[config.mk]
export PLATFORM = sky130hd
export DESIGN_NAME = addsub_rr_arbiter
export DESIGN_NICKNAME = d
export VERILOG_FILES = /design/src/rtl/addsub_rr_arbiter.sv
export SDC_FILE = /design/constraint.sdc
export NUM_CORES = 1
export LEC_CHECK = 0
export CAP_MARGIN = 20
export CORE_MARGIN = 4
export CORE_UTILIZATION = 36
export DETAILED_ROUTE_END_ITERATION = 12
export GPL_TIMING_DRIVEN = 0
export PLACE_DENSITY = 0.91
export REMOVE_ABC_BUFFERS = 1
export SYNTH_ARGS = -nofsm -noshare
export SYNTH_HDL_FRONTEND = slang
export SYNTH_SLANG_ARGS = --single-unit
[constraint.sdc]
create_clock -name CLK -period 2 [get_ports CLK]
set_input_delay 0.4 -clock CLK [delete_from_list [all_inputs] [get_ports CLK]]
set_output_delay 0.4 -clock CLK [all_outputs]
set_load 0.05 [all_outputs]
[src/rtl/addsub_rr_arbiter.sv]
// Round-robin arbiter sharing one add/sub datapath among four requesters.
// Grants one requester, drives registered operands, waits, captures result.
//
// Ports:
//   CLK, RST          clock, synchronous active-high reset
//   req, op_sub       per-requester request and add(0)/sub(1) select
//   opa, opb          packed 4-bit operands, requester i on [4i+3:4i]
//   dp_a, dp_b        zero-extended winner operands to the datapath
//   dp_sub            selects subtractor outputs
//   dp_s, dp_cout,
//   dp_ovf            selected datapath result, carry, overflow
//   gnt, done         one-hot grant and one-cycle completion pulse
//   busy              high whenever an operation is in flight
//   res_abs, res_neg,
//   res_c, res_o      captured magnitude, sign, carry, overflow
module addsub_rr_arbiter #(
    parameter int unsigned WAIT_CYC = 1
) (
    input  logic        CLK,
    input  logic        RST,
    input  logic [3:0]  req,
    input  logic [3:0]  op_sub,
    input  logic [15:0] opa,
    input  logic [15:0] opb,
    output logic [31:0] dp_a,
    output logic [31:0] dp_b,
    output logic        dp_sub,
    input  logic [31:0] dp_s,
    input  logic        dp_cout,
    input  logic        dp_ovf,
    output logic [3:0]  gnt,
    output logic [3:0]  done,
    output logic        busy,
    output logic [7:0]  res_abs,
    output logic        res_neg,
    output logic        res_c,
    output logic        res_o
);

    typedef enum logic [1:0] {
        S_IDLE,
        S_ISSUE,
        S_CAPT,
        S_DONE
    } state_e;

    state_e      state_q, state_d;
    logic [1:0]  ptr_q, ptr_d;
    logic [3:0]  cnt_q, cnt_d;
    logic [1:0]  win_q, win_d;
    logic [3:0]  a_q, a_d;
    logic [3:0]  b_q, b_d;
    logic        sub_q, sub_d;
    logic [3:0]  gnt_q, gnt_d;
    logic [3:0]  done_q, done_d;
    logic [7:0]  abs_q, abs_d;
    logic        neg_q, neg_d;
    logic        c_q, c_d;
    logic        o_q, o_d;

    logic [1:0]  win_c;
    logic        found_c;
    logic [1:0]  cand;
    logic [3:0]  opa_w;
    logic [3:0]  opb_w;
    logic [7:0]  mag_c;
    logic        unused_dp;

    // Only the low byte and the sign of the datapath result matter:
    // operands are 4-bit, so |result| always fits in 8 bits.
    assign unused_dp = ^dp_s[30:8];

    // First requesting index at or after ptr_q, wrapping mod 4.
    always_comb begin
        win_c   = ptr_q;
        found_c = 1'b0;
        cand    = ptr_q;
        for (int k = 0; k < 4; k++) begin
            cand = ptr_q + 2'(k);
            if (!found_c && req[cand]) begin
                win_c   = cand;
                found_c = 1'b1;
            end
        end
    end

    assign opa_w = opa[{win_c, 2'b00} +: 4];
    assign opb_w = opb[{win_c, 2'b00} +: 4];

    // Two's-complement magnitude of the low byte.
    assign mag_c = dp_s[31] ? (8'd0 - dp_s[7:0]) : dp_s[7:0];

    always_comb begin
        state_d = state_q;
        ptr_d   = ptr_q;
        cnt_d   = cnt_q;
        win_d   = win_q;
        a_d     = a_q;
        b_d     = b_q;
        sub_d   = sub_q;
        gnt_d   = gnt_q;
        done_d  = done_q;
        abs_d   = abs_q;
        neg_d   = neg_q;
        c_d     = c_q;
        o_d     = o_q;
        unique case (state_q)
            S_IDLE: begin
                if (found_c) begin
                    win_d   = win_c;
                    a_d     = opa_w;
                    b_d     = opb_w;
                    sub_d   = op_sub[win_c];
                    gnt_d   = 4'b0001 << win_c;
                    cnt_d   = 4'(WAIT_CYC);
                    state_d = S_ISSUE;
                end
            end
            S_ISSUE: begin
                cnt_d = cnt_q - 4'd1;
                // <= 1 so an out-of-range count cannot wedge the FSM
                if (cnt_q <= 4'd1) begin
                    state_d = S_CAPT;
                end
            end
            S_CAPT: begin
                abs_d   = mag_c;
                neg_d   = dp_s[31];
                c_d     = dp_cout;
                o_d     = dp_ovf;
                done_d  = gnt_q;
                state_d = S_DONE;
            end
            S_DONE: begin
                ptr_d   = win_q + 2'd1;
                gnt_d   = 4'b0000;
                done_d  = 4'b0000;
                state_d = S_IDLE;
            end
            default: begin
                state_d = S_IDLE;
            end
        endcase
    end

    always_ff @(posedge CLK) begin
        if (RST) begin
            state_q <= S_IDLE;
            ptr_q   <= 2'd0;
            cnt_q   <= 4'd0;
            win_q   <= 2'd0;
            a_q     <= 4'd0;
            b_q     <= 4'd0;
            sub_q   <= 1'b0;
            gnt_q   <= 4'd0;
            done_q  <= 4'd0;
            abs_q   <= 8'd0;
            neg_q   <= 1'b0;
            c_q     <= 1'b0;
            o_q     <= 1'b0;
        end else begin
            state_q <= state_d;
            ptr_q   <= ptr_d;
            cnt_q   <= cnt_d;
            win_q   <= win_d;
            a_q     <= a_d;
            b_q     <= b_d;
            sub_q   <= sub_d;
            gnt_q   <= gnt_d;
            done_q  <= done_d;
            abs_q   <= abs_d;
            neg_q   <= neg_d;
            c_q     <= c_d;
            o_q     <= o_d;
        end
    end

    assign dp_a    = {28'd0, a_q};
    assign dp_b    = {28'd0, b_q};
    assign dp_sub  = sub_q;
    assign gnt     = gnt_q;
    assign done    = done_q;
    assign busy    = (state_q != S_IDLE);
    assign res_abs = abs_q;
    assign res_neg = neg_q;
    assign res_c   = c_q;
    assign res_o   = o_q;

endmodule

## Word-level counts from Yosys, hierarchy flattened

Cells that the tools add are included.

- Flip-flop bits (word level): 38
- Word-level logic and storage cells: 74
- Bits of input ports: 76
- Output and inout port bits: 85

- Shift-type cells: 3
- Equality and inequality tests: 5
- Mux-type cells: 26
- $add $sub $neg: 6
- Reductions and logical operators: 15
- $lt $le $gt $ge: 6

Operators with widths:

| operator | count |
|---|---|
| $shiftx 16x5->4 | 2 |
| $pmux 4 s2 | 3 |
| $lt 2x3->1 const B | 5 |
| $bmux 1 s2 | 5 |
| $mux 2 | 5 |
| $mux 1 | 9 |
| $mux 4 | 2 |
| $mux 8 | 1 |
| $pmux 2 s4 | 1 |
| $reduce_and 2->1 | 4 |
| $reduce_bool 2->1 | 4 |
| $sub 1x8->8 const A | 1 |
| $add 2x1->2 const B | 2 |
| $add 2x2->2 const B | 2 |
| $eq 2x2->1 const B | 2 |
| $le 4x1->1 const B | 1 |
| $ne 2x2->1 const B | 2 |
| $shl 1x2->4 const A | 1 |
| $sub 4x1->4 const B | 1 |
| $logic_and 1x1->1 | 3 |
| $logic_not 1->1 | 3 |
| $eq 2x1->1 const B | 1 |
| $logic_not 2->1 | 1 |

## Depth between registers and ports, before layout

Gate-level depths: netlist (run 1).

- Depth in word-level cells: 15
- Mapped depth: 7
- Mapped depth without buffers: 7

## Worst setup path before layout (run 1)

No wires, ideal clock.

- Path kind: register to register
- Start: register state_q[0]
- End: register gnt_q[1], in the netlist gnt[1]
- Library setup time: 128 ps
- Arrival time: 1,566 ps
- Setup slack: 306 ps
- Period minus slack after synthesis: 1,694 ps
- Data required time: 1,872 ps
- Cell stages (with the launch flop): 8
- Path buffers: 0
- Path through: dfxtp_1 inv_1 ha_1 inv_1 or2_4 o21ai_0 a32oi_1 nor2_1

- Cells in the longest elaborated chain, start to end: 3
- Elaborated cells between the ends (all ways): 6
- Classes of those cells: eq/ne (2); mux (1); reduce/logical (3)

RTL lines:

| what | RTL line | text |
|---|---|---|
| start: declaration | 47 | `state_e state_q, state_d;` |
| start signal: assignment | 162 | `state_q <= state_d;` |
| $eq 2x2->1 / $logic_not 2->1 (equally long branches) | 107 | `unique case (state_q)` |
| $reduce_bool 2->1 (no source line) / $ne 2x2->1 (equally long branches) | - |  |
| $reduce_and 2->1 (no source line) | - |  |
| end signal: assignment | 169 | `gnt_q <= gnt_d;` |
| end: declaration | 54 | `logic [3:0] gnt_q, gnt_d;` |

Parallel ways exist; a longest one is shown, timed or not.
A chain may end at the register's enable or synchronous reset.

## Worst setup path in the final report (run 1)

- Start: input port req[1]
- End: register cnt_q[3]

- Cells in the longest elaborated chain, start to end: 14
- Elaborated cells between the ends (all ways): 20
- Classes of those cells: eq/ne (1); mux (12); reduce/logical (7)

RTL lines:

| what | RTL line | text |
|---|---|---|
| start: declaration | 21 | `input logic [3:0] req,` |
| $bmux 1 s2 | 80 | `if (!found_c && req[cand]) begin` |
| $mux 1 (implied by the code) | 80 |  |
| $mux 1 | 80 |  |
| $logic_not 1->1 | 80 |  |
| $logic_and 1x1->1 | 80 |  |
| $mux 1 | 80 |  |
| $logic_not 1->1 | 80 |  |
| $logic_and 1x1->1 | 80 |  |
| $mux 1 | 80 |  |
| $logic_not 1->1 | 80 |  |
| $logic_and 1x1->1 | 80 |  |
| $mux 1 * | 80 |  |
| $ne 2x2->1 (no source line) * | - |  |
| $reduce_and 2->1 (no source line) * | - |  |
| end signal: assignment | 164 | `cnt_q <= cnt_d;` |
| end: declaration | 49 | `logic [3:0] cnt_q, cnt_d;` |

Mark *: on every way between the ends. The rest lies on a longest branch, timed or not. The select of a mux whose other input is x is not followed.

==> summary.txt, run 1 <==
Status: completed
DPL Wire Length: 4470 um
Max stage delay cell, worst path: sky130_fd_sc_hd__or4_4
Root buffer cell: sky130_fd_sc_hd__clkbuf_8
H-tree Lvls: 2
Combined area of the multi-input logic cells: 1440 um^2
Worst slew margin relative to its limit: 32.4%
Data required time of the worst path: 2.21 ns
Sequential element share of the synthesized area: 31.2%
Flip-flop and latch area: 761 um^2
Share of power burned in combinational logic: 56.1%
Slew at the pin closest to its max-slew limit: 1.01 ns
Max frequency: 514 MHz
Vias/cell: 4.79
Final Hold Violating Endpoints: 0
Number of clock sinks seen by CTS: 38
Number of nets in the layout: 440
Cell chain of the critical path: clkdlybuf4s50_1 > or4_4 > mux2i_2 > nor4_1 > xnor2_1 > nor3_1
Final max-slew violation count: 0
Area growth from synthesis to final layout: 34.9%
Switching part of the total power: 46.8%
GRT Overall Usage: 13.3%
Crit end category: flip-flop
Number of antenna violations at the first check in global routing: 0
Die Area: 8150 um^2
Via count of the first global-routing pass: 2002
Input/output buffers: 81
Final non-filler cell area: 3290 um^2
Last weighted congestion value of the routability-driven placer: 0.752
Initial Util: 37.8%
Number of max-cap violations: 0
Proportion of power drawn by the clock network: 15.7%
Mean Syn Cell Area: 8.71 um^2
Final wirelength: 6040 um
Number of antenna repair diodes: 0
Area of the mapped netlist: 2440 um^2
Clock tree from TritonCTS: built
Gr ovfl total: 0
Power share of the sequential group: 28.2%
Die Wd: 90.3 um
Worst Clk Skew: 0.00525 ns
Inst Count DP: 424
Critical-path maximum fanout: 5
DRT iter0 DRCs: 112
Cell Count, Final, Fillers Out: 434
Yosys synthesis warning count: 0
Post-synthesis cell type count: 41
Count of TritonRoute iterations in the first routing pass: 4
Type of the most critical hold path: reg -> reg
PwrDens: 1220 nW/um^2
Final routed DRC violation total: 0
Commonest cells after routing, fill and taps aside: sky130_fd_sc_hd__clkdlybuf4s50_1, sky130_fd_sc_hd__conb_1, sky130_fd_sc_hd__dfxtp_1, sky130_fd_sc_hd__mux2i_1, sky130_fd_sc_hd__nor2_1
Share of the clock period used by the worst path: 97.2%
Kind of launch point of the worst setup path: input pin
Arrival @ worst endpoint: 2.16 ns
Pin count of the biggest net entering global routing: 25
Flip-flop and latch count after synthesis: 38
Maximum resistive drop on vdd: 0.620 mV
Cell Rows: 29
Int Power: 2.14 mW
Clock buffers created by TritonCTS: 5
Area of the core: 6460 um^2
Syn Inst Count: 280
Critical path class: in -> reg
Setup bufs post-CTS: 0
Global-route wire length before repair: 9020 um
Fill count: 608
Post-detailed-route count of antenna-violating nets: 0
Switching power total: 1.88 mW
Post-Place Cell Area: 3090 um^2
Layout cells sized above 1: 7.00%
Peak per-stage delay on the critical path: 0.58 ns
Clock-pin transition on the worst setup and hold timing paths: 0.07 ns
Leakage component of the power: 1.33 nW
Max Buffers Root-to-Sink: 2
# IOs: 161
Leading cell type in the layout, fill and taps excluded: sky130_fd_sc_hd__clkdlybuf4s50_1
Shortest clock period the worst path allows after layout: 1.94 ns
Routed vias: 2077
Height of the die: 90.3 um
Routed wire per std cell: 13.9 um
Finish-stage setup viols: 0
Clock network latency to the later pin of the worst-skew pair: 0.28 ns
[logic make-up (layout without fill, tap and decap cells)]
| group | after synthesis | after routing | share of synthesized area (%) |
|---|---|---|---|
| AOI/OAI and AO/OA | 44 | 46 | 13.3 |
| xor gates and xnor gates | 7 | 7 | 2.51 |
| adders and majority gates | 8 | 8 | 4.10 |
| buffers and inverters | 82 | 102 | 21.8 |
| DFF | 38 | 38 | 31.2 |
| muxes | 30 | 30 | 12.3 |
| other | 1 | 56 | 0.154 |
| and+or+nand+nor | 70 | 70 | 14.7 |
[cell usage after synthesis (all sizes together)]
cell	n	share of area [%]
nand3b	10	3.1
o21ai	7	1.4
nor3	7	1.4
conb	1	0.15
or4	2	0.77
nor3b	1	0.31
o221ai	9	3.2
clkbuf	6	0.92
a21bo	1	0.41
xor2	4	1.4
a221oi	1	0.36
xnor2	3	1.1
and3	1	0.26
a32oi	2	0.72
a21oi	7	1.4
o211a	1	0.41
buf	64	19
a21boi	1	0.31
or2	1	0.36
o41ai	1	0.36
a311oi	1	0.36
a31oi	1	0.26
nor4	1	0.26
a211o	1	0.36
mux2i	30	12
dfxtp	38	31
o31ai	2	0.62
a31o	1	0.36
inv	12	1.8
nand2	13	2.0
nor2b	4	1.0
nand3	3	0.62
and2	1	0.26
ha	8	4.1
or3	3	0.77
nor2	23	3.5
a211oi	8	2.7
[worst max-delay path, delay by kind of cell]
family	cells	cell delay, ns
xor gates and xnor gates	1	0.14
buffers and inverters	1	0.47
muxes	1	0.30
and+or+nand+nor	3	0.85
[sequential cells by signal (all words and copies together), names as in the netlist]
| register | count |
|---|---|
| win_q | 2 |
| res_o | 1 |
| dp_sub | 1 |
| gnt | 4 |
| res_abs | 8 |
| state_q | 2 |
| a_q | 4 |
| res_neg | 1 |
| b_q | 4 |
| done | 4 |
| ptr_q | 2 |
| cnt_q | 4 |
| res_c | 1 |
[stage by stage]
stage | power (mW) | hold WS [ns] | setup slack, ns | util (%) | TNS (ns)
2_1_floorplan | 2.65 | 0.444 | 0.133 | - | 0
5_1_grt | 4.25 | 0.511 | -0.0121 | 50.9 | -0.0201
4_1_cts | 3.98 | 0.473 | 0.00159 | 49.9 | 0
3_5_place_dp | 3.30 | 0.463 | -0.686 | 47.9 | -10.31
6_report | 4.02 | 0.475 | 0.0558 | 50.9 | 0
3_3_place_gp | 3.24 | 0.457 | -0.680 | 47.5 | -11.24
[path summary, 6_finish.rpt]
path                    from  endpoint  slack, ns  cells after the start
setup / recovery      req[1]  cnt_q[3]       0.06                      6
hold / removal      win_q[1]  win_q[1]       0.48                      2
setup reg to reg  state_q[0]     res_c       0.21                      4
hold reg to reg     win_q[1]  win_q[1]       0.48                      2
[routing by layer]
metal,part of all wire (%),vias up,global-route usage (%)
li1,-,1011,-
met1,40,943,14.2
met2,48,115,23.6
met3,11,8,6.25
met4,1.1,0,3.57
met5,0,-,0
[area by class of cell]
cell class,count,area share (%)
multi-input cells,217,43.8
repair buffers,82,25.5
flip-flops and latches,38,23.1
well taps,77,2.93
clock buffers,7,2.32
inverters,12,1.37
clock inverters,1,0.913
[timing repair]
action                                  in CTS  in global routing
hold buffers                                 0                  0
gates resized for setup                     13                 13
pin swaps                                    0                  3
endpoints found under the setup margin      16                 16
cloned                                       0                  2
[power groups by stage]
stage / clock, mW / sequential [mW] / combinational, mW
final: 0.632 / 1.13 / 2.25
after global routing: 0.684 / 1.16 / 2.41
after CTS: 0.654 / 1.12 / 2.20
after detailed placement: 0 / 1.14 / 2.17
after global placement: 0 / 1.12 / 2.11
after floorplan: 0 / 1.64 / 1.01
Note: power is estimated with default switching activity, not from simulation.
==> inputs of run 2 (changes only) <==
Settings changed: PLACE_DENSITY 0.91 to 0.87.
==> summary.txt, run 2 (synthesized netlist as in run 1, its figures left out) <==
Status: completed
Slew at the pin closest to its max-slew limit: 0.974 ns
Die Wd: 90.3 um
Area of the core: 6460 um^2
Peak per-stage delay on the critical path: 0.83 ns
Proportion of power drawn by the clock network: 13.2%
PwrDens: 1200 nW/um^2
Crit end category: primary output
Last weighted congestion value of the routability-driven placer: 0.816
Sum of negative setup slack: 0 ns
Via count of the first global-routing pass: 2062
Global-route wire length before repair: 9380 um
DPL Wire Length: 4350 um
Number of antenna repair diodes: 0
Clock tree from TritonCTS: built
Kind of launch point of the worst setup path: flip-flop
RSZ-0062 raised after global routing: no
# IOs: 161
Max stage delay cell, worst path: sky130_fd_sc_hd__clkdlybuf4s50_1
Critical-path maximum fanout: 4
Int Power: 2.04 mW
Gr ovfl total: 0
Routed vias: 2115
Number of antenna violations at the first check in global routing: 0
Launching instance or port of the critical path: gnt[3]
Maximum resistive drop on vdd: 0.572 mV
Root buffer cell: sky130_fd_sc_hd__clkbuf_8
Final routed DRC violation total: 0
Worst Clk Skew: 0.00256 ns
Power share of the sequential group: 28.9%
Max Buffers Root-to-Sink: 2
Share of the clock period used by the worst path: 95.8%
Register-to-register path setup slack: 0.23 ns
Die Area: 8150 um^2
Shortest clock period the worst path allows after layout: 1.92 ns
Type of the most critical hold path: reg -> reg
Final Hold Violating Endpoints: 0
Launch point of the worst hold path: win_q[1]
Flip-flop and latch area: 761 um^2
Clock-pin transition on the worst setup and hold timing paths: 0.07 ns
Critical path buffers and inverters: 1
Switching power total: 1.89 mW
R2r endpoint: done[3]
Start of the worst register-to-register path: state_q[0]
Clock network latency to the later pin of the worst-skew pair: 0.29 ns
Pin count of the biggest net entering global routing: 27
GRT Overall Usage: 13.7%
Final max-slew violation count: 0
Layout cells sized above 1: 7.87%
Input/output buffers: 81
Commonest cells after routing, fill and taps aside: sky130_fd_sc_hd__clkdlybuf4s50_1, sky130_fd_sc_hd__conb_1, sky130_fd_sc_hd__dfxtp_1, sky130_fd_sc_hd__mux2i_1, sky130_fd_sc_hd__nor2_1
Max frequency: 522 MHz
Switching part of the total power: 48.2%
DRT iter0 DRCs: 92
Data required time of the worst path: 1.60 ns
Clock buffers created by TritonCTS: 5
Final wirelength: 6200 um
Number of max-cap violations: 0
Count of TritonRoute iterations in the first routing pass: 4
Leakage component of the power: 1.34 nW
Cell chain of the critical path: clkdlybuf4s50_1
Vias/cell: 4.88
Combined area of the multi-input logic cells: 1440 um^2
Worst slew margin relative to its limit: 35.1%
Leading cell type in the layout, fill and taps excluded: sky130_fd_sc_hd__clkdlybuf4s50_1
H-tree Lvls: 2
Number of nets in the layout: 441
Number of cell instances on the worst register-to-register path: 4
Cell Rows: 29
Number of clock sinks seen by CTS: 38
Hold Path Stages: 2
Initial Util: 37.8%
Routed wire per std cell: 14.3 um
Area growth from synthesis to final layout: 34.5%
Worst hold margin: 0.470 ns
Height of the die: 90.3 um
Worst path top cell family by delay: buffers and inverters
Fill count: 615
Finish-stage setup viols: 0
Worst Hold Path EP: win_q[1]
Arrival @ worst endpoint: 1.52 ns
Flip-flop count of the largest register, all copies and words added: 8
Post-detailed-route count of antenna-violating nets: 0
Critical path class: reg -> out
Share of power burned in combinational logic: 57.9%
## run 2: cell count changes in the layout (fill, tap and decap cells not counted), sizes merged
cell / delta
buf: +1
clkdlybuf4s50: -2
bufinv: -1
dlymetal6s2s: +2
clkbuf: -1
## run 2: power groups by stage
stage	combinational (mW)	clock, mW	sequential, mW
after floorplan	1.01	0	1.64
after global routing	2.44	0.559	1.17
final	2.28	0.518	1.14
after detailed placement	2.16	0	1.14
after global placement	2.12	0	1.12
after CTS	2.19	0.531	1.13
## run 2: metal layers
layer | vias to the layer above | wire [um] | track usage, %
met5 | - | 0 | 0
met2 | 113 | 2880 | 23.6
li1 | 1017 | - | -
met3 | 12 | 641 | 5.17
met1 | 973 | 2560 | 15.0
met4 | 0 | 112 | 5.99
## run 2: per-stage QoR
stage / utilization (%) / instances / power [mW] / instance area, um^2 / setup slack [ns]
2_1_floorplan: - / 265 / 2.65 / 2160 / 0.133
3_3_place_gp: 47.5 / 423 / 3.24 / 3070 / -0.682
3_5_place_dp: 47.9 / 424 / 3.29 / 3090 / -0.671
4_1_cts: 49.5 / 430 / 3.85 / 3200 / 0.00516
5_1_grt: 50.8 / 433 / 4.16 / 3280 / 0.0342
6_report: 50.8 / 433 / 3.93 / 3280 / 0.0846
## run 2: final cells by class
cell class	instances	area share, %
Timing Repair Buffer	83	26.0
Multi-Input combinational cell	217	44.0
Tap cell	77	2.94
Clock buffer	6	2.52
Inverter	12	1.37
Sequential cell	38	23.2
## run 2: how the worst max path moves through the flow
| stage | endpoint | slack [ns] | cells after the start |
|---|---|---|---|
| floorplan | a_q[3] | 0.13 | 5 |
| finish | gnt[3] | 0.08 | 1 |
| global route | gnt[3] | 0.03 | 1 |
| global placement | b_q[1] | -0.68 | 3 |
| CTS | cnt_q[3] | 0.005 | 6 |
| detailed placement | b_q[1] | -0.67 | 5 |
## run 2: timing repair
item,in CTS,in global routing
gates cloned,0,2
hold buffers,0,0
buffers inserted,0,1
pin swaps,1,4
setup endpoints to repair,16,17
endpoints found under the hold margin,0,0
resized for setup,13,17
==> inputs of run 3 (changes only) <==
Settings changed: ABC_CLOCK_PERIOD_IN_PS set to 2000, GPL_TIMING_DRIVEN 0 to 1, SETUP_SLACK_MARGIN set to 0.15.
==> summary.txt, run 3 (synthesized netlist as in run 1, its figures left out) <==
Clock tree from TritonCTS: built
Number of max-cap violations: 0
Root buffer cell: sky130_fd_sc_hd__clkbuf_8
Vias/cell: 4.68
Share of the clock period used by the worst path: 87.4%
Clock buffers created by TritonCTS: 5
Data required time of the worst path: 1.60 ns
Worst Clk Skew: 0.00466 ns
Worst path top cell family by delay: buffers and inverters
Height of the die: 90.3 um
Worst hold margin: 0.477 ns
H-tree Lvls: 2
Area of the core: 6460 um^2
RSZ-0062 raised after global routing: no
Worst slew margin relative to its limit: 65.0%
Cell mode on critical path: sky130_fd_sc_hd__inv_1
Final max-slew violation count: 0
Last weighted congestion value of the routability-driven placer: 0.807
Flip-flop count of the largest register, all copies and words added: 8
Final wirelength: 5810 um
DPL Wire Length: 4540 um
Cell chain of the critical path: inv_1 > ha_2 > inv_1 > buf_12
Number of cells on the critical path: 4
Hold buffers post-CTS: 0
Critical path buffers and inverters: 3
PwrDens: 1180 nW/um^2
Number of nets in the layout: 452
Clock-pin transition on the worst setup and hold timing paths: 0.07 ns
Status: completed
Number of cell instances on the worst register-to-register path: 6
Die Wd: 90.3 um
Clock network latency to the later pin of the worst-skew pair: 0.29 ns
Gr ovfl total: 0
Routed wire per std cell: 13.0 um
Fill count: 602
GRT Overall Usage: 13.4%
Kind of launch point of the worst setup path: flip-flop
Max Buffers Root-to-Sink: 2
Via count of the first global-routing pass: 1878
Type of the most critical hold path: reg -> reg
Setup bufs post-CTS: 0
Commonest cells after routing, fill and taps aside: sky130_fd_sc_hd__conb_1, sky130_fd_sc_hd__clkdlybuf4s50_1, sky130_fd_sc_hd__dfxtp_1, sky130_fd_sc_hd__mux2i_1, sky130_fd_sc_hd__dlygate4sd2_1
Area growth from synthesis to final layout: 36.8%
Final routed DRC violation total: 0
Critical-path maximum fanout: 5
Sum of negative setup slack: 0 ns
Peak per-stage delay on the critical path: 0.37 ns
Leakage component of the power: 1.57 nW
Finish-stage setup viols: 0
Combined area of the multi-input logic cells: 1360 um^2
Critical path class: reg -> out
Flip-flop and latch area: 761 um^2
Leading cell type in the layout, fill and taps excluded: sky130_fd_sc_hd__conb_1
Shortest clock period the worst path allows after layout: 1.75 ns
Number of antenna violations at the first check in global routing: 0
Input/output buffers: 81
Number of clock sinks seen by CTS: 38
Pin count of the biggest net entering global routing: 30
Max frequency: 572 MHz
Max stage delay cell, worst path: sky130_fd_sc_hd__dfxtp_1
Initial Util: 37.8%
Number of antenna repair diodes: 0
DRT iter0 DRCs: 93
Die Area: 8150 um^2
Hold Path Stages: 2
Final Hold Violating Endpoints: 0
Cell Rows: 29
Count of TritonRoute iterations in the first routing pass: 4
# IOs: 161
Layout cells sized above 1: 9.21%
Routed vias: 2089
Crit end category: primary output
Post-detailed-route count of antenna-violating nets: 0
Global-route wire length before repair: 8990 um
Arrival @ worst endpoint: 1.35 ns
Slew at the pin closest to its max-slew limit: 0.525 ns
Maximum resistive drop on vdd: 0.707 mV
## run 3: cell count changes in the layout (fill, tap and decap cells not counted), sizes merged
cell           before  now
clkinv              0    1
dlygate4sd2         1   25
o211a               3    1
dlymetal6s2s        4    6
clkdlybuf4s50      75   48
clkbuf              7    8
clkinvlp            0    1
buf                 2   15
## run 3: worst register-to-register path: stages (launching register included)
cell	delay (ns)
sky130_fd_sc_hd__dfxtp_1	0.34
sky130_fd_sc_hd__inv_1	0.14
sky130_fd_sc_hd__ha_2	0.26
sky130_fd_sc_hd__nand2_2	0.10
sky130_fd_sc_hd__buf_4	0.18
sky130_fd_sc_hd__or4_1	0.50
sky130_fd_sc_hd__a21oi_1	0.15
## run 3: report_power, final
group	leakage (nW)	switching (mW)	internal [mW]
Combinational	1.21	1.47	0.817
Sequential	0.311	0.142	0.975
Clock	0.0472	0.269	0.277
## run 3: path summary, 6_finish.rpt
kind / from / to / slack, ns
hold / removal: win_q[1] / win_q[1] / 0.48
setup / recovery: state_q[0] / busy / 0.25
setup reg to reg: state_q[0] / gnt[0] / 0.27
hold reg to reg: win_q[1] / win_q[1] / 0.48
## run 3: area by class of cell
class                   instances  area share [%]
multi-input cells             215            40.9
flip-flops and latches         38            22.8
clock inverters                 2           0.375
repair buffers                 96            29.2
clock buffers                   6            2.48
inverters                      12            1.35
well taps                      77            2.89
## run 3: timing repair
action	4_1_cts	5_1_grt
hold endpoints to repair	0	0
gates cloned	0	2
pin swaps	2	1
setup endpoints to repair	37	22
gates resized for setup	27	9
## run 3: stage by stage
step | setup WS [ns] | area (um^2) | utilization, % | std cells | power (mW)
final | 0.252 | 3340 | 51.6 | 446 | 3.95
after global routing | 0.165 | 3340 | 51.6 | 446 | 4.20
after CTS | 0.152 | 3270 | 50.6 | 444 | 3.92
after detailed placement | -0.311 | 3200 | 49.5 | 436 | 3.44
after global placement | -0.259 | 3200 | 49.5 | 436 | 3.39
after floorplan | 0.133 | 2160 | - | 265 | 2.65
## run 3: layer usage
metal	up-vias	track usage [%]	routed length, um
li1	1034	-	-
met1	946	15.7	2430
met2	100	21.8	2710
met3	9	5.75	600
met4	0	4.46	78
met5	-	0	0
